**config.mk**
```make
export PLATFORM = sky130hd
export DESIGN_NAME = csr_trap_ctrl
export DESIGN_NICKNAME = d
export VERILOG_FILES = /design/src/rtl/csr_pkg.sv /design/src/rtl/irq_prio_enc.sv /design/src/rtl/csr_trap_ctrl.sv
export SDC_FILE = /design/constraint.sdc
export NUM_CORES = 1
export LEC_CHECK = 0
export BUFFER_PORTS_ARGS = -buffer_cell sky130_fd_sc_hd__buf_2
export CAP_MARGIN = 30
export CORE_MARGIN = 3
export CORE_UTILIZATION = 55
export CTS_BUF_LIST = sky130_fd_sc_hd__clkbuf_4 sky130_fd_sc_hd__clkbuf_8
export CTS_CLUSTER_SIZE = 14
export DETAILED_ROUTE_END_ITERATION = 16
export PLACE_DENSITY_LB_ADDON = 0.1
export SETUP_SLACK_MARGIN = 0.15
export SLEW_MARGIN = 10
export SYNTH_ARGS = -nofsm -noshare
export SYNTH_HDL_FRONTEND = slang
export SYNTH_SLANG_ARGS = --single-unit
```
**constraint.sdc**
```tcl
create_clock -name clk -period 5.13 [get_ports clk]
set_clock_uncertainty 0.15 [all_clocks]
set_input_delay 0.513 -clock clk [delete_from_list [all_inputs] [get_ports clk]]
set_output_delay 0.513 -clock clk [all_outputs]
set_load 0.05 [all_outputs]
```
**src/rtl/csr_pkg.sv**
```systemverilog
// Shared definitions for the machine-mode CSR file and trap sequencer.
package csr_pkg;

    // Implemented machine-mode CSR addresses
    localparam logic [11:0] CSR_MSTATUS  = 12'h300;
    localparam logic [11:0] CSR_MIE      = 12'h304;
    localparam logic [11:0] CSR_MTVEC    = 12'h305;
    localparam logic [11:0] CSR_MSCRATCH = 12'h340;
    localparam logic [11:0] CSR_MEPC     = 12'h341;
    localparam logic [11:0] CSR_MCAUSE   = 12'h342;
    localparam logic [11:0] CSR_MIP      = 12'h344;

    // Synchronous exception codes delivered by decode_control
    localparam logic [3:0] CAUSE_ILLEGAL    = 4'd2;
    localparam logic [3:0] CAUSE_BREAKPOINT = 4'd3;
    localparam logic [3:0] CAUSE_ECALL_M    = 4'd11;

    // Platform interrupt line k reports mcause code IRQ_CODE_BASE + k
    localparam logic [4:0] IRQ_CODE_BASE = 5'd16;

    // mstatus field positions
    localparam int MSTATUS_MIE_BIT  = 3;
    localparam int MSTATUS_MPIE_BIT = 7;

    typedef enum logic [1:0] {
        IDLE    = 2'd0,
        FLUSH   = 2'd1,
        TRAP_RD = 2'd2,
        RET     = 2'd3
    } trap_state_t;

endpackage

```
**src/rtl/irq_prio_enc.sv**
```systemverilog
// Lowest-index-wins priority encoder for the platform interrupt lines.
module irq_prio_enc #(
    parameter int N = 4
) (
    input  logic [N-1:0] req,
    output logic         any,
    output logic [3:0]   idx
);

    // Scan from the top so the lowest set index is the last one kept
    always_comb begin
        any = 1'b0;
        idx = 4'd0;
        for (int i = N - 1; i >= 0; i--) begin
            idx = req[i] ? 4'(i) : idx;
            any = any | req[i];
        end
    end

endmodule

```
**src/rtl/csr_trap_ctrl.sv**
```systemverilog
// Machine-mode CSR file plus trap/MRET sequencer driving the fetch redirect.
module csr_trap_ctrl
    import csr_pkg::*;
#(
    parameter int          XLEN        = 32,
    parameter int          NUM_IRQ     = 4,
    parameter logic [31:0] MTVEC_RESET = 32'h0000_0000,
    parameter bit          VECTORED_EN = 1'b1
) (
    input  logic               clk,
    input  logic               reset_n,
    input  logic               csr_op_valid,
    input  logic [2:0]         csr_func3,
    input  logic [11:0]        csr_addr,
    input  logic [XLEN-1:0]    csr_wdata,
    output logic [XLEN-1:0]    csr_rdata,
    input  logic               mret_valid,
    input  logic               exc_valid,
    input  logic [3:0]         exc_cause,
    input  logic [XLEN-1:0]    instr_pc,
    input  logic               pipe_ready,
    input  logic [NUM_IRQ-1:0] irq_i,
    output logic               trap_req,
    output logic               redirect_valid,
    output logic [XLEN-1:0]    redirect_pc
);

    // Only the platform-interrupt enable bits of mie are writable
    localparam logic [XLEN-1:0] MIE_MASK = ((32'h1 << NUM_IRQ) - 32'h1) << 16;

    trap_state_t      state_q, state_d;
    logic             mstatus_mie_q, mstatus_mie_d;
    logic             mstatus_mpie_q, mstatus_mpie_d;
    logic [XLEN-1:0]  mie_q, mie_d;
    logic [NUM_IRQ-1:0] mip_q, mip_d;
    logic [XLEN-1:0]  mtvec_q, mtvec_d;
    logic [XLEN-1:0]  mscratch_q, mscratch_d;
    logic [XLEN-1:0]  mepc_q, mepc_d;
    logic [XLEN-1:0]  mcause_q, mcause_d;
    logic             trap_req_q, trap_req_d;
    logic             redirect_valid_q, redirect_valid_d;
    logic [XLEN-1:0]  redirect_pc_q, redirect_pc_d;

    logic [XLEN-1:0]    rdata_s;
    logic [XLEN-1:0]    wr_val_s;
    logic               csr_wr_en_s;
    logic [NUM_IRQ-1:0] pend_s;
    logic               pend_any_s;
    logic [3:0]         pend_idx_s;
    logic               irq_take_s;
    logic [XLEN-1:0]    mtvec_base_s;

    // Mode 01 is the only mode kept, and only when vectoring is allowed
    function automatic logic [XLEN-1:0] legal_mtvec(input logic [XLEN-1:0] v);
        logic [XLEN-1:0] r;
        if (VECTORED_EN && (v[1:0] == 2'b01)) begin
            r = v;
        end else begin
            r = {v[XLEN-1:2], 2'b00};
        end
        return r;
    endfunction

    assign pend_s = mip_q & mie_q[16 +: NUM_IRQ];

    irq_prio_enc #(.N(NUM_IRQ)) u_irq_prio_enc (
        .req (pend_s),
        .any (pend_any_s),
        .idx (pend_idx_s)
    );

    assign irq_take_s   = pend_any_s & mstatus_mie_q & pipe_ready;
    assign csr_wr_en_s  = csr_op_valid && (csr_func3 != 3'b000) && (csr_func3[1:0] != 2'b00);
    assign mtvec_base_s = {mtvec_q[XLEN-1:2], 2'b00};

    // Combinational CSR read port; unimplemented addresses read zero
    always_comb begin
        rdata_s = '0;
        case (csr_addr)
            CSR_MSTATUS: begin
                rdata_s[12:11]            = 2'b11;
                rdata_s[MSTATUS_MPIE_BIT] = mstatus_mpie_q;
                rdata_s[MSTATUS_MIE_BIT]  = mstatus_mie_q;
            end
            CSR_MIE:      rdata_s = mie_q;
            CSR_MTVEC:    rdata_s = mtvec_q;
            CSR_MSCRATCH: rdata_s = mscratch_q;
            CSR_MEPC:     rdata_s = mepc_q;
            CSR_MCAUSE:   rdata_s = mcause_q;
            CSR_MIP:      rdata_s[16 +: NUM_IRQ] = mip_q;
            default:      rdata_s = '0;
        endcase
    end

    assign csr_rdata = rdata_s;

    // New CSR value for write/set/clear against the old contents
    always_comb begin
        wr_val_s = rdata_s;
        case (csr_func3[1:0])
            2'b01:   wr_val_s = csr_wdata;
            2'b10:   wr_val_s = rdata_s | csr_wdata;
            2'b11:   wr_val_s = rdata_s & ~csr_wdata;
            default: wr_val_s = rdata_s;
        endcase
    end

    // Event arbitration, CSR updates and next-state/output computation
    always_comb begin
        state_d          = state_q;
        mstatus_mie_d    = mstatus_mie_q;
        mstatus_mpie_d   = mstatus_mpie_q;
        mie_d            = mie_q;
        mip_d            = irq_i;
        mtvec_d          = mtvec_q;
        mscratch_d       = mscratch_q;
        mepc_d           = mepc_q;
        mcause_d         = mcause_q;
        trap_req_d       = 1'b0;
        redirect_valid_d = 1'b0;
        redirect_pc_d    = '0;
        case (state_q)
            IDLE: begin
                if (exc_valid || irq_take_s) begin
                    mepc_d         = instr_pc & ~32'h0000_0003;
                    mstatus_mpie_d = mstatus_mie_q;
                    mstatus_mie_d  = 1'b0;
                    trap_req_d     = 1'b1;
                    state_d        = FLUSH;
                    if (exc_valid) begin
                        mcause_d = {1'b0, 27'd0, exc_cause};
                    end else begin
                        mcause_d = {1'b1, 26'd0, IRQ_CODE_BASE + {1'b0, pend_idx_s}};
                    end
                end else if (mret_valid) begin
                    mstatus_mie_d    = mstatus_mpie_q;
                    mstatus_mpie_d   = 1'b1;
                    redirect_valid_d = 1'b1;
                    redirect_pc_d    = mepc_q;
                    state_d          = RET;
                end else if (csr_wr_en_s) begin
                    case (csr_addr)
                        CSR_MSTATUS: begin
                            mstatus_mie_d  = wr_val_s[MSTATUS_MIE_BIT];
                            mstatus_mpie_d = wr_val_s[MSTATUS_MPIE_BIT];
                        end
                        CSR_MIE:      mie_d      = wr_val_s & MIE_MASK;
                        CSR_MTVEC:    mtvec_d    = legal_mtvec(wr_val_s);
                        CSR_MSCRATCH: mscratch_d = wr_val_s;
                        CSR_MEPC:     mepc_d     = wr_val_s & ~32'h0000_0003;
                        CSR_MCAUSE:   mcause_d   = wr_val_s;
                        default:      mscratch_d = mscratch_q;
                    endcase
                end else begin
                    state_d = IDLE;
                end
            end
            FLUSH: begin
                redirect_valid_d = 1'b1;
                state_d          = TRAP_RD;
                if (mtvec_q[0] && mcause_q[31]) begin
                    redirect_pc_d = mtvec_base_s + {25'd0, mcause_q[4:0], 2'b00};
                end else begin
                    redirect_pc_d = mtvec_base_s;
                end
            end
            TRAP_RD: state_d = IDLE;
            RET:     state_d = IDLE;
            default: state_d = IDLE;
        endcase
    end

    // State, CSR and registered-output flops
    always_ff @(posedge clk or negedge reset_n) begin
        if (!reset_n) begin
            state_q          <= IDLE;
            mstatus_mie_q    <= 1'b0;
            mstatus_mpie_q   <= 1'b0;
            mie_q            <= '0;
            mip_q            <= '0;
            mtvec_q          <= MTVEC_RESET;
            mscratch_q       <= '0;
            mepc_q           <= '0;
            mcause_q         <= '0;
            trap_req_q       <= 1'b0;
            redirect_valid_q <= 1'b0;
            redirect_pc_q    <= '0;
        end else begin
            state_q          <= state_d;
            mstatus_mie_q    <= mstatus_mie_d;
            mstatus_mpie_q   <= mstatus_mpie_d;
            mie_q            <= mie_d;
            mip_q            <= mip_d;
            mtvec_q          <= mtvec_d;
            mscratch_q       <= mscratch_d;
            mepc_q           <= mepc_d;
            mcause_q         <= mcause_d;
            trap_req_q       <= trap_req_d;
            redirect_valid_q <= redirect_valid_d;
            redirect_pc_q    <= redirect_pc_d;
        end
    end

    assign trap_req       = trap_req_q;
    assign redirect_valid = redirect_valid_q;
    assign redirect_pc    = redirect_pc_q;

endmodule

```
==> impl_metrics.tcl <==
set metrics [dict create \
    status "finished, violations left" \
    violations "negative hold slack" \
    critPathLaunchType "input pin" \
    num_io_pins 159 \
    synth_sequential_area_ratio 0.438 \
    finalHoldViolations 3 \
    synth_ff_type "dfrtp_1" \
    ys_async_sr_fraction 1.00 \
    synthCells 1078 \
    core_mm2 0.0169 \
    syn_avg_cell_area_um2 9.01 \
    initial_utilization 0.573 \
    h-tree-depth 4 \
    worst-path-max-fanout 16 \
    powerDensity_mw_per_mm2 336 \
    grt_overflow_total 0 \
    clk_latency_ps 470 \
    nNetsFinal 1294 \
    tightest_slew_ps 1020 \
    fp.dieW_um 139 \
    min_period_ps 3750 \
    syn-cell-area_mm2 0.00971 \
    final_common_cell "nand2_1" \
    wl_um 31900 \
    drv_cap 0 \
    hold_class "in -> async" \
    irDropWorstVdd_mv 0.202 \
    firstDrtPassIters 6 \
    crit_type "in -> out" \
    cts.sinks 170 \
    wl_per_cell_um 22.4 \
    drive_gt1_frac 0.199 \
    synth_edf_count 0 \
    vias 9248 \
    syn2layout_area_growth_pct 14.2 \
    std_cell_rows 47 \
    required_ps 4470 \
    rr_worst_depth 8 \
    final_antenna_net_count 0 \
    fin_tns_setup_ps 0 \
    holdWs_ps -14.9 \
    cp-end-kind "output port" \
    grt_pass1_wl_um 49600 \
    layout_common_cells "nand2_1 (182), dfrtp_1 (170), buf_2 (152)" \
    yosys_warnings 0 \
    synth_cell_types 74 \
    track_usage 0.328 \
    grt_antenna_before_repair 0 \
    grt_pass1_vias 8752 \
    fin_crit_sh 0.731 \
    die-area_mm2 0.0193 \
    drt_iter0_drc 1196 \
    clockBufferDepth 2 \
    leakagePower_nw 5.15 \
    setup_viol 0 \
    fin_total_pwr_mw 3.72 \
    ctsHoldBuffers 4 \
    final_util 0.655 \
    vias_per_cell 6.48 \
    drc 0 \
    portBuffers 153 \
    clk_pin_slew_ps 80 \
    num_antenna_cells 0 \
    routabilityCongestion 0.927 \
    rsz0062_at_grt "false" \
    die_h_um 139 \
    cts_buffers 17 \
    dpl.hpwl_um 21100 \
    cts_tree "built" \
    maxSlewViolCount 0 \
    post-cts-setup-buffers 0 \
    ctsRootBufferMaster "clkbuf_8" \
    synth_seq_cells 170 \
    cts_resized 0 \
    cp_data_arrival_time_ps 3090 \
    fmax_mhz 267 \
    slew-limit-headroom 0.322 \
    nFillCells 1472 \
    grt_max_degree 171 \
]
-- worst paths after layout --
path | to | startpoint | slack, ps
setup / recovery | csr_rdata[2] | csr_addr[6] | 1380
hold / removal | mepc_q[26]$_DFFE_PN0P_ | reset_n | -10
setup reg to reg | mepc_q[4]$_DFFE_PN0P_ | mie_q[18]$_DFFE_PN0P_ | 1710
hold reg to reg | mcause_q[30]$_DFFE_PN0P_ | mcause_q[30]$_DFFE_PN0P_ | 330
max in group asynchronous | state_q[0]$_DFFE_PN0P_ | reset_n | 4070
min in group clk | mepc_q[28]$_DFFE_PN0P_ | instr_pc[28] | 140
-- through the flow --
step,cells,cell area (um^2),setup WS [ps]
finish,1427,11100,1380
global route,1427,11100,1310
CTS,1426,11100,1450
detailed placement,1391,10600,1440
global placement,1391,10600,1440
floorplan,1079,9710,1550
-- sequential cells by signal, indices dropped and copies added, names as in the netlist --
| register | cells |
|---|---|
| mcause_q | 32 |
| mscratch_q | 32 |
| state_q | 2 |
| mtvec_q | 32 |
| trap_req | 1 |
| redirect_valid | 1 |
| mip_q | 4 |
| mie_q | 4 |
| mstatus_mpie_q | 1 |
| redirect_pc | 30 |
| mepc_q | 30 |
| mstatus_mie_q | 1 |
-- per-layer routing --
metal	up-vias	part of all wire	global-route usage
met3	81	0.11	0.0828
met2	583	0.43	0.481
met4	0	0.028	0.119
li1	4184	-	-
met1	4400	0.43	0.474
met5	-	0	0
-- cells in the mapped netlist, types with 11 or more instances --
library cell,n,area (um^2)
o2bb2ai_1,17,149
o31ai_1,21,158
o21ai_1,15,75.1
clkbuf_1,64,240
o21ai_0,124,621
a211oi_2,11,138
a21oi_1,42,210
inv_1,16,60.1
mux2i_1,25,250
dfrtp_1,170,4250
xor2_1,16,140
xnor2_1,27,236
a22oi_1,37,278
nor2_1,44,165
a21o_1,28,210
a22o_1,44,385
nand3_1,18,90.1
nand2_1,183,687
-- report_power, final --
| group | internal [mW] | switching, mW | leakage, nW | total (mW) |
|---|---|---|---|---|
| Combinational | 0.354 | 0.659 | 2.66 | 1.01 |
| Sequential | 1.57 | 0.186 | 2.28 | 1.75 |
| Clock | 0.475 | 0.480 | 0.207 | 0.954 |
| Total | 2.40 | 1.33 | 5.15 | 3.72 |
-- area by class of cell --
cell class	count	area (um^2)	share of cell area
Timing Repair Buffer	182	1040	0.0942
Clock buffer	23	292	0.0263
Clock inverter	8	93.8	0.00846
Inverter	17	63.8	0.00575
Tap cell	220	275	0.0248
Multi-Input combinational cell	807	5070	0.457
Sequential cell	170	4250	0.384
-- worst max-delay path: stages --
cell and delay (ps):
buf_2 280, or4b_1 480, buf_4 230, or3_1 800, a21oi_1 330, or2_2 180
buf_2 260
-- cell families after synthesis --
kind of cell	synth area share
adder cells (fa/ha/maj)	0.00851
XOR/XNOR	0.0388
AND/OR/NAND/NOR	0.158
other	0.000386
flip-flops	0.438
buffers and inverters	0.0452
multiplexers	0.0269
AO/OA/AOI/OAI	0.284
Note: power is estimated with default switching activity, not from simulation.
